File: src/rtl/core_boot_ctrl_pkg.sv
// Shared definitions for the boot/run sequencer: sequencer states, the
// machine word width shared with the core and memories, and the byte stride
// of one instruction word.
package core_boot_ctrl_pkg;

  localparam int unsigned XLEN       = 32;
  localparam int unsigned WORD_BYTES = 4;

  typedef enum logic [1:0] {
    ST_LOAD  = 2'd0,
    ST_FLUSH = 2'd1,
    ST_RUN   = 2'd2,
    ST_HALT  = 2'd3
  } state_e;

endpackage

File: src/rtl/core_boot_ctrl_if.sv
// Loader stream and instruction-memory write port of the boot controller.
//   load_valid/load_data/load_last : word stream from the host loader
//   load_ready                     : controller takes a word this cycle
//   imem_we/imem_addr/imem_wdata   : one-cycle write strobe into imem
// master = host/loader side, slave = controller side.
interface core_boot_ctrl_if;
  import core_boot_ctrl_pkg::*;

  logic            load_valid;
  logic [XLEN-1:0] load_data;
  logic            load_last;
  logic            load_ready;
  logic            imem_we;
  logic [XLEN-1:0] imem_addr;
  logic [XLEN-1:0] imem_wdata;

  modport master (
    output load_valid, load_data, load_last,
    input  load_ready, imem_we, imem_addr, imem_wdata
  );

  modport slave (
    input  load_valid, load_data, load_last,
    output load_ready, imem_we, imem_addr, imem_wdata
  );

endinterface

File: src/rtl/core_boot_ctrl.sv
// Boot and run sequencer for the single-cycle core. Streams a program into
// instruction memory from address 0 while holding the core in reset, then
// releases it, counts run cycles and optionally halts after a budget.
// Ports:
//   clk, rst      : clock, synchronous active-low reset
//   start         : pulse; in RUN/HALT restarts the load sequence
//   bus           : loader stream in, imem write port out (slave modport)
//   core_rst      : active-low reset to the core
//   done          : high while halted
//   words_loaded  : words written during the current load
//   cycle_count   : cycles with core_rst=1 since the last load
module core_boot_ctrl
  import core_boot_ctrl_pkg::*;
#(
  parameter  int unsigned WORD_COUNT = 64,
  parameter  int unsigned RUN_CYCLES = 0,
  localparam int unsigned WL_W       = $clog2(WORD_COUNT) + 1
) (
  input  logic                   clk,
  input  logic                   rst,
  input  logic                   start,
  core_boot_ctrl_if.slave        bus,
  output logic                   core_rst,
  output logic                   done,
  output logic [WL_W-1:0]        words_loaded,
  output logic [XLEN-1:0]        cycle_count
);

  state_e            state_q, state_d;
  logic              load_ready_q, load_ready_d;
  logic              imem_we_q, imem_we_d;
  logic [XLEN-1:0]   imem_addr_q, imem_addr_d;
  logic [XLEN-1:0]   imem_wdata_q, imem_wdata_d;
  logic              core_rst_q, core_rst_d;
  logic              done_q, done_d;
  logic [WL_W-1:0]   words_loaded_q, words_loaded_d;
  logic [XLEN-1:0]   cycle_count_q, cycle_count_d;

  logic              accept_c;
  logic              last_c;
  logic              budget_hit_c;
  logic              restart_c;

  // Next state and registered-output values
  always_comb begin
    state_d        = state_q;
    load_ready_d   = 1'b0;
    imem_we_d      = 1'b0;
    imem_addr_d    = imem_addr_q;
    imem_wdata_d   = imem_wdata_q;
    core_rst_d     = 1'b0;
    done_d         = 1'b0;
    words_loaded_d = words_loaded_q;
    cycle_count_d  = cycle_count_q;

    accept_c  = (state_q == ST_LOAD) && load_ready_q && bus.load_valid;
    // Filling the last imem slot ends the load even without load_last
    last_c    = bus.load_last || (words_loaded_q == WL_W'(WORD_COUNT - 1));
    // Budget counts only cycles where the core was actually out of reset
    budget_hit_c = (RUN_CYCLES != 0) && core_rst_q &&
                   (cycle_count_q == XLEN'(RUN_CYCLES - 1));
    restart_c = start && ((state_q == ST_RUN) || (state_q == ST_HALT));

    unique case (state_q)
      ST_LOAD:  if (accept_c && last_c) state_d = ST_FLUSH;
      ST_FLUSH: state_d = ST_RUN;
      ST_RUN: begin
        if (restart_c)         state_d = ST_LOAD;
        else if (budget_hit_c) state_d = ST_HALT;
      end
      ST_HALT:  if (restart_c) state_d = ST_LOAD;
      default:  state_d = ST_LOAD;
    endcase

    load_ready_d = (state_d == ST_LOAD);

    if (accept_c) begin
      imem_we_d      = 1'b1;
      imem_addr_d    = XLEN'(words_loaded_q) * XLEN'(WORD_BYTES);
      imem_wdata_d   = bus.load_data;
      words_loaded_d = words_loaded_q + WL_W'(1);
    end

    // Release lags entry to RUN by one cycle so the FLUSH write settles first
    core_rst_d = (state_q == ST_RUN) && (state_d == ST_RUN);
    done_d     = (state_d == ST_HALT);

    if (restart_c) begin
      words_loaded_d = '0;
      cycle_count_d  = '0;
    end else begin
      cycle_count_d  = cycle_count_q + XLEN'(core_rst_q);
    end
  end

  // State and output registers
  always_ff @(posedge clk) begin
    if (!rst) begin
      state_q        <= ST_LOAD;
      load_ready_q   <= 1'b0;
      imem_we_q      <= 1'b0;
      imem_addr_q    <= '0;
      imem_wdata_q   <= '0;
      core_rst_q     <= 1'b0;
      done_q         <= 1'b0;
      words_loaded_q <= '0;
      cycle_count_q  <= '0;
    end else begin
      state_q        <= state_d;
      load_ready_q   <= load_ready_d;
      imem_we_q      <= imem_we_d;
      imem_addr_q    <= imem_addr_d;
      imem_wdata_q   <= imem_wdata_d;
      core_rst_q     <= core_rst_d;
      done_q         <= done_d;
      words_loaded_q <= words_loaded_d;
      cycle_count_q  <= cycle_count_d;
    end
  end

  assign bus.load_ready = load_ready_q;
  assign bus.imem_we    = imem_we_q;
  assign bus.imem_addr  = imem_addr_q;
  assign bus.imem_wdata = imem_wdata_q;
  assign core_rst       = core_rst_q;
  assign done           = done_q;
  assign words_loaded   = words_loaded_q;
  assign cycle_count    = cycle_count_q;

endmodule

File: src/flat_wrapper.sv
// flat-port wrapper written by rule: the top's interface ports become plain ports
module core_boot_ctrl_flat import core_boot_ctrl_pkg::*;
#(
  parameter  int unsigned WORD_COUNT = 64,
  parameter  int unsigned RUN_CYCLES = 0,
  localparam int unsigned WL_W       = $clog2(WORD_COUNT) + 1
)
  (clk, rst, start, core_rst, done, words_loaded, cycle_count, bus_load_valid, bus_load_data, bus_load_last, bus_load_ready, bus_imem_we, bus_imem_addr, bus_imem_wdata);
  core_boot_ctrl_if bus_i ();
  input  logic clk;
  input  logic rst;
  input  logic start;
  output logic core_rst;
  output logic done;
  output logic [WL_W-1:0] words_loaded;
  output logic [XLEN-1:0] cycle_count;
  input wire logic [$bits(bus_i.load_valid)-1:0] bus_load_valid;
  input wire logic [$bits(bus_i.load_data)-1:0] bus_load_data;
  input wire logic [$bits(bus_i.load_last)-1:0] bus_load_last;
  output wire logic [$bits(bus_i.load_ready)-1:0] bus_load_ready;
  output wire logic [$bits(bus_i.imem_we)-1:0] bus_imem_we;
  output wire logic [$bits(bus_i.imem_addr)-1:0] bus_imem_addr;
  output wire logic [$bits(bus_i.imem_wdata)-1:0] bus_imem_wdata;
  assign bus_i.load_valid = bus_load_valid;
  assign bus_i.load_data = bus_load_data;
  assign bus_i.load_last = bus_load_last;
  assign bus_load_ready = bus_i.load_ready;
  assign bus_imem_we = bus_i.imem_we;
  assign bus_imem_addr = bus_i.imem_addr;
  assign bus_imem_wdata = bus_i.imem_wdata;
  core_boot_ctrl #(.WORD_COUNT(WORD_COUNT), .RUN_CYCLES(RUN_CYCLES)) u_core (.clk(clk), .rst(rst), .start(start), .bus(bus_i), .core_rst(core_rst), .done(done), .words_loaded(words_loaded), .cycle_count(cycle_count));
endmodule
File: config.mk
export PLATFORM = sky130hd
export DESIGN_NAME = core_boot_ctrl_flat
export DESIGN_NICKNAME = d
export VERILOG_FILES = /design/src/rtl/core_boot_ctrl_pkg.sv /design/src/rtl/core_boot_ctrl_if.sv /design/src/rtl/core_boot_ctrl.sv /design/src/flat_wrapper.sv
export SDC_FILE = /design/constraint.sdc
export NUM_CORES = 1
export LEC_CHECK = 0
export ABC_AREA = 1
export BUFFER_PORTS_ARGS = -buffer_cell sky130_fd_sc_hd__buf_2
export CAP_MARGIN = 20
export CORE_MARGIN = 2
export CORE_UTILIZATION = 51
export CTS_BUF_LIST = sky130_fd_sc_hd__clkbuf_4 sky130_fd_sc_hd__clkbuf_8
export CTS_CLUSTER_DIAMETER = 100
export DETAILED_ROUTE_END_ITERATION = 16
export GPL_TIMING_DRIVEN = 0
export MAX_ROUTING_LAYER = met4
export PLACE_DENSITY = 0.92
export SYNTH_ARGS = -nofsm -noshare
export SYNTH_HDL_FRONTEND = slang
export SYNTH_SLANG_ARGS = --single-unit
File: constraint.sdc
create_clock -name clk -period 1.7 [get_ports clk]
set_input_delay 0.255 -clock clk [delete_from_list [all_inputs] [get_ports clk]]
set_output_delay 0.255 -clock clk [all_outputs]
set_load 0.005 [all_outputs]
======== Yosys cells after proc, flatten, opt, wreduce, memory -nomap -nowiden ========
Index checks and enable logic that the tools add are counted.
W data, S select, Z words.
operators by class
  add/sub/neg operators ................... 2
  equality and inequality tests ........... 6
  mux-type cells .......................... 4
  bitwise logic cells ..................... 1
  reduce and logical (&&, ||, !) cells .... 11
operators with widths
  cell                   number
  $add A32 B1 Y32        1
  $eq A2 B2 Y1 const B   4
  $add A7 B1 Y7 const B  1
  $eq A7 B6 Y1 const B   1
  $pmux W2 S3            1
  $logic_and A1 B1 Y1    5
  $logic_not A2 Y1       2
  $mux W2                2
  $reduce_or A2 Y1       2
  $eq A2 B1 Y1 const B   1
  $logic_or A1 B1 Y1     2
  $mux W1                1
  $not A1 Y1             1
storage, ports and cells
  register bits after elaboration ......... 84
  bits of input ports ..................... 37
  output and inout port bits .............. 107
  logic and storage cells ................. 33

======== Depth between registers and ports, before layout ========
  depth after elaboration ................. 8
  mapped depth ............................ 9
  mapped depth without buffers ............ 9

======== Worst setup path before layout ========
No wires, ideal clock.
  kind .................................... register -> register
  start ................................... register u_core.core_rst_q, in the netlist u_core.core_rst
  end ..................................... register u_core.cycle_count_q[10], in the netlist u_core.cycle_count[10]
  setup time .............................. 115 ps
  data arrival time ....................... 1325 ps
  data required time ...................... 1585 ps
  slack ................................... 260 ps
  stages on the path, launching flop included .. 9
  buffers on the path ..................... 0
  clock period less this slack ............ 1440 ps
  path through ............................ dfxtp_1 ha_1 ha_1 nand2_1 nor2_4 nand2_4 nor2_4 a21oi_1 o21a_1
on the way
  word-level cells in the longest chain between the ends .. 1
ends and longest elaborated chain
  item                      RTL line               text
  start: declaration        core_boot_ctrl.sv:34   logic core_rst_q, core_rst_d;
  start signal: assignment  core_boot_ctrl.sv:114  core_rst_q <= core_rst_d;
  $add A32 B1 Y32           core_boot_ctrl.sv:92   cycle_count_d = cycle_count_q + XLEN'(core_rst_q);
  end signal: assignment    core_boot_ctrl.sv:117  cycle_count_q <= cycle_count_d;
  end: declaration          core_boot_ctrl.sv:37   logic [XLEN-1:0] cycle_count_q, cycle_count_d;
Every way passes these cells.
A chain may end at the register's enable or synchronous reset.

======== Worst setup path in the final report ========
  start ................................... register u_core.core_rst_q, in the netlist u_core.core_rst
  end ..................................... register u_core.cycle_count_q[16], in the netlist u_core.cycle_count[16]
Same word-level chain as after synthesis.

==> out/results.tsv <==
stage	metric	value	unit
power	largest vdd supply drop	0.000597	V
clock_network	TritonCTS clock tree	yes	
job	# Max-Cap Violations	0	
timing	final number of max-transition violations	0	
placed_design	worst slack, placed	0.0291	ns
detailed_routing	final routed wire length divided by cell count	12.3	um
setup_path	critical path start-end classification	flip-flop to flip-flop	
detailed_routing	total routed wirelength	9860	um
logic_synthesis	number of enable flip-flop cells after synthesis	0	
setup_path	Startpoint Class	flip-flop	
clock_network	H-tree levels	3	
clock_network	clock slew at the register clock pins of the worst setup and hold paths	0.09	ns
timing	Setup Viol. Count Final	0	
power	Power per Cell Area	781	mW/mm^2
global_routing	number of antenna violations at the first check in global routing	0	
cells_and_area	post-route cell area	0.00485	mm^2
setup_path	critical path endpoint category	flip-flop	
die	cell row count	31	
clock_network	number of buffers between clock root and the deepest sink	2	
setup_path	critical register-to-register path endpoint	u_core.cycle_count[16]	
logic_synthesis	sequential area share after synthesis	43.8	%
logic_synthesis	Post-Synth Simple-Gate Area	30.3	%
logic_synthesis	largest family of logic cells by synthesized area	simple AND/OR/NAND/NOR gates	
cells_and_area	total area of multi-input combinational cells	0.00180	mm^2
clock_network	clock tree root driver cell	clkbuf_8	
setup_path	launch point of the worst path	u_core.core_rst	
die	top-level port count	144	
global_routing	leftover overflow at the end of global routing	0	
placed_design	final weighted congestion of routability-driven global placement	0.928	
detailed_routing	Detailed Route Iter0 Violations	185	
setup_path	largest fanout on the critical path	6	
logic_synthesis	Compound-Gate Fraction of Synth Area	12.2	%
timing	Period Utilization, post-route	94.4	%
logic_synthesis	Synthesis Warnings	0	
placed_design	placed wire-length estimate after detailed placement	7450	um
power	total power	0.00379	W
setup_path	Arr. time, crit path	1.82	ns
hold_path	hold crit path type	input pin to flip-flop	
setup_path	worst-case register-to-register setup slack	0.09	ns
global_routing	All-Layer GR Usage	24.4	%
power	LEAKAGE	2.21	nW
detailed_routing	via density per instance	4.87	
outcome	status	finished, final reports clean	
cells_and_area	# nets final	736	
setup_path	depth of the worst register-to-register path	7	
logic_synthesis	number of distinct standard cells referenced by the synthesized netlist	31	
logic_synthesis	share of synthesized cell area in full adder, half adder and majority cells	0.978	%
die	overall die width	90.8	um
timing	Max Clock Skew	0.0133	ns
timing	transition time of the tightest slew-check pin	0.544	ns
placed_design	IO buf count	118	
cells_and_area	fraction of layout cells with a size suffix above 1	28.7	%
clock_network	Num Clock Sinks	84	
die	core region area	0.00725	mm^2
global_routing	maximum number of pins on one net before global-route repair	16	
logic_synthesis	share of synthesized area spent on multiplexers	0	%
setup_path	launching point of the worst reg2reg path	u_core.core_rst	
logic_synthesis	parity-gate share of the synthesized area counting xor and xnor cells	0.684	%
logic_synthesis	combined area of all synthesized cells	0.00384	mm^2
timing	Slew Limit Headroom	63.7	%
detailed_routing	Detailed Routing Iterations Pass 1	5	
cells_and_area	number of fill cells	623	
logic_synthesis	share of synthesized registers carrying an async set or reset	0	%
global_routing	global-route wire length before repair	16000	um
placed_design	placement-stage cell area	0.00464	mm^2
cells_and_area	final core area utilization	66.9	%
die	Vert. Die Dim	90.8	um
logic_synthesis	Mapped Avg Cell Area	7.10	um^2
global_routing	via count of the first global-routing pass	3642	
detailed_routing	total DRC errors in the routed layout	0	
detailed_routing	Detail Route Antenna Nets	0	
clock_network	number of buffers added by the clock tree synthesis step	9	
die	Die Outline Area	0.00824	mm^2
logic_synthesis	number of flip-flops and latches in the synthesized netlist	84	
timing	final hold vios	0	
logic_synthesis	most used flip-flop cell after synthesis	dfxtp_1	
cells_and_area	footprint of the flip-flops and latches	0.00168	mm^2
setup_path	endpoint of the most critical setup path	u_core.cycle_count[16]	
setup_path	data required time of the critical path	1.92	ns
timing	post-layout worst setup margin	0.0948	ns
timing	Final Critical Period	1.61	ns
clock_network	latest clock arrival within the worst-skew pair	0.36	ns
timing	maximum clock rate	0.623	GHz
die	effective utilization at floorplan	52.9	%
cells_and_area	synthesis-to-finish area growth	26.4	%
logic_synthesis	number of standard cells after synthesis	541	
detailed_routing	via count of the routed design	3900	
synthesized netlist by cell type (all sizes together), types with 3 or more instances:
cell / number / area, um^2
clkbuf: 5 / 18.8
buf: 36 / 268
inv: 45 / 169
nor2: 136 / 578
nand3: 19 / 95.1
dfxtp: 84 / 1680
ha: 3 / 37.5
a21oi: 38 / 201
o21a: 3 / 22.5
nand2: 110 / 433
o21ai: 47 / 235
cells by family after synthesis:
| logic type | count (synthesis) |
|---|---|
| other cells | 1 |
| buf+inv | 87 |
| compound gates | 89 |
| flops | 84 |
| xor+xnor | 3 |
| fa+ha+maj | 3 |
| simple gates | 274 |
repair_timing:
item,in CTS,in global routing
gates resized for setup,0,4
buffers inserted,0,2
endpoints found under the setup margin,0,7
hold buffers,0,0
routing by layer:
metal  track usage, %  up-vias  part of all wire (%)
met2             41.7      183                    49
met5                -        -                     0
met1             28.2     1743                    42
li1                 -     1961                     -
met3             4.34       13                   8.2
met4             10.0        0                   1.7
stage by stage:
step,std cells,hold WS (ns),setup TNS (ns)
after floorplan,565,0.333,0
after global placement,782,0.443,0
after detailed placement,782,0.453,0
after CTS,798,0.106,0
after global routing,800,0.120,-0.0150
final,801,0.113,0
worst min path at each step:
stage,cells past startpoint,endpoint,slack [ns],startpoint
global placement,1,u_core.core_rst,0.44,u_core.state_q[0]
global route,3,u_core.bus.imem_wdata[10],0.12,bus_load_data[10]
CTS,3,u_core.bus.imem_wdata[3],0.11,bus_load_data[3]
finish,3,u_core.bus.imem_wdata[3],0.11,bus_load_data[3]
detailed placement,1,u_core.core_rst,0.45,u_core.state_q[0]
floorplan,1,u_core.core_rst,0.33,start
sequential cells by signal, summed over array words and instances (netlist names):
name                   flops
u_core.bus.imem_addr       7
u_core.bus.imem_wdata     32
u_core.bus.imem_we         1
u_core.bus.load_ready      1
u_core.core_rst            1
u_core.cycle_count        32
u_core.done                1
u_core.state_q             2
u_core.words_loaded        7
worst max-delay path, stage by stage, from the launching register on:
cell and delay, ns:
dfxtp_2 0.35, ha_2 0.22, ha_4 0.16, nand2_1 0.11, nor2_4 0.22, nand2_4 0.12, o21ai_0 0.20, a21oi_1 0.09
cell usage in the layout (no fill, tap or decap), drive strengths merged, types with 6 or more instances in the layout:
| cell type | Yosys | final |
|---|---|---|
| nand2 | 110 | 110 |
| nand3 | 19 | 19 |
| conb | 1 | 25 |
| buf | 36 | 156 |
| a21oi | 38 | 38 |
| clkinv | 1 | 6 |
| nor2 | 136 | 136 |
| dfxtp | 84 | 84 |
| inv | 45 | 46 |
| o21ai | 47 | 47 |
| clkbuf | 5 | 14 |
power by group:
group | switching [W] | internal (W)
Sequential | 0.0000439 | 0.00205
Clock | 0.000760 | 0.000538
Combinational | 0.000216 | 0.000187
layout make-up:
cell class	instances	area share, %
Antenna cell	1	0.0516
Buffer	41	5.90
Clock buffer	9	2.55
Clock inverter	7	1.08
Inverter	46	3.56
Multi-Input combinational cell	394	37.1
Sequential cell	84	34.7
Tap cell	99	2.55
Timing Repair Buffer	120	12.5
(Power assumes the default switching activity.)
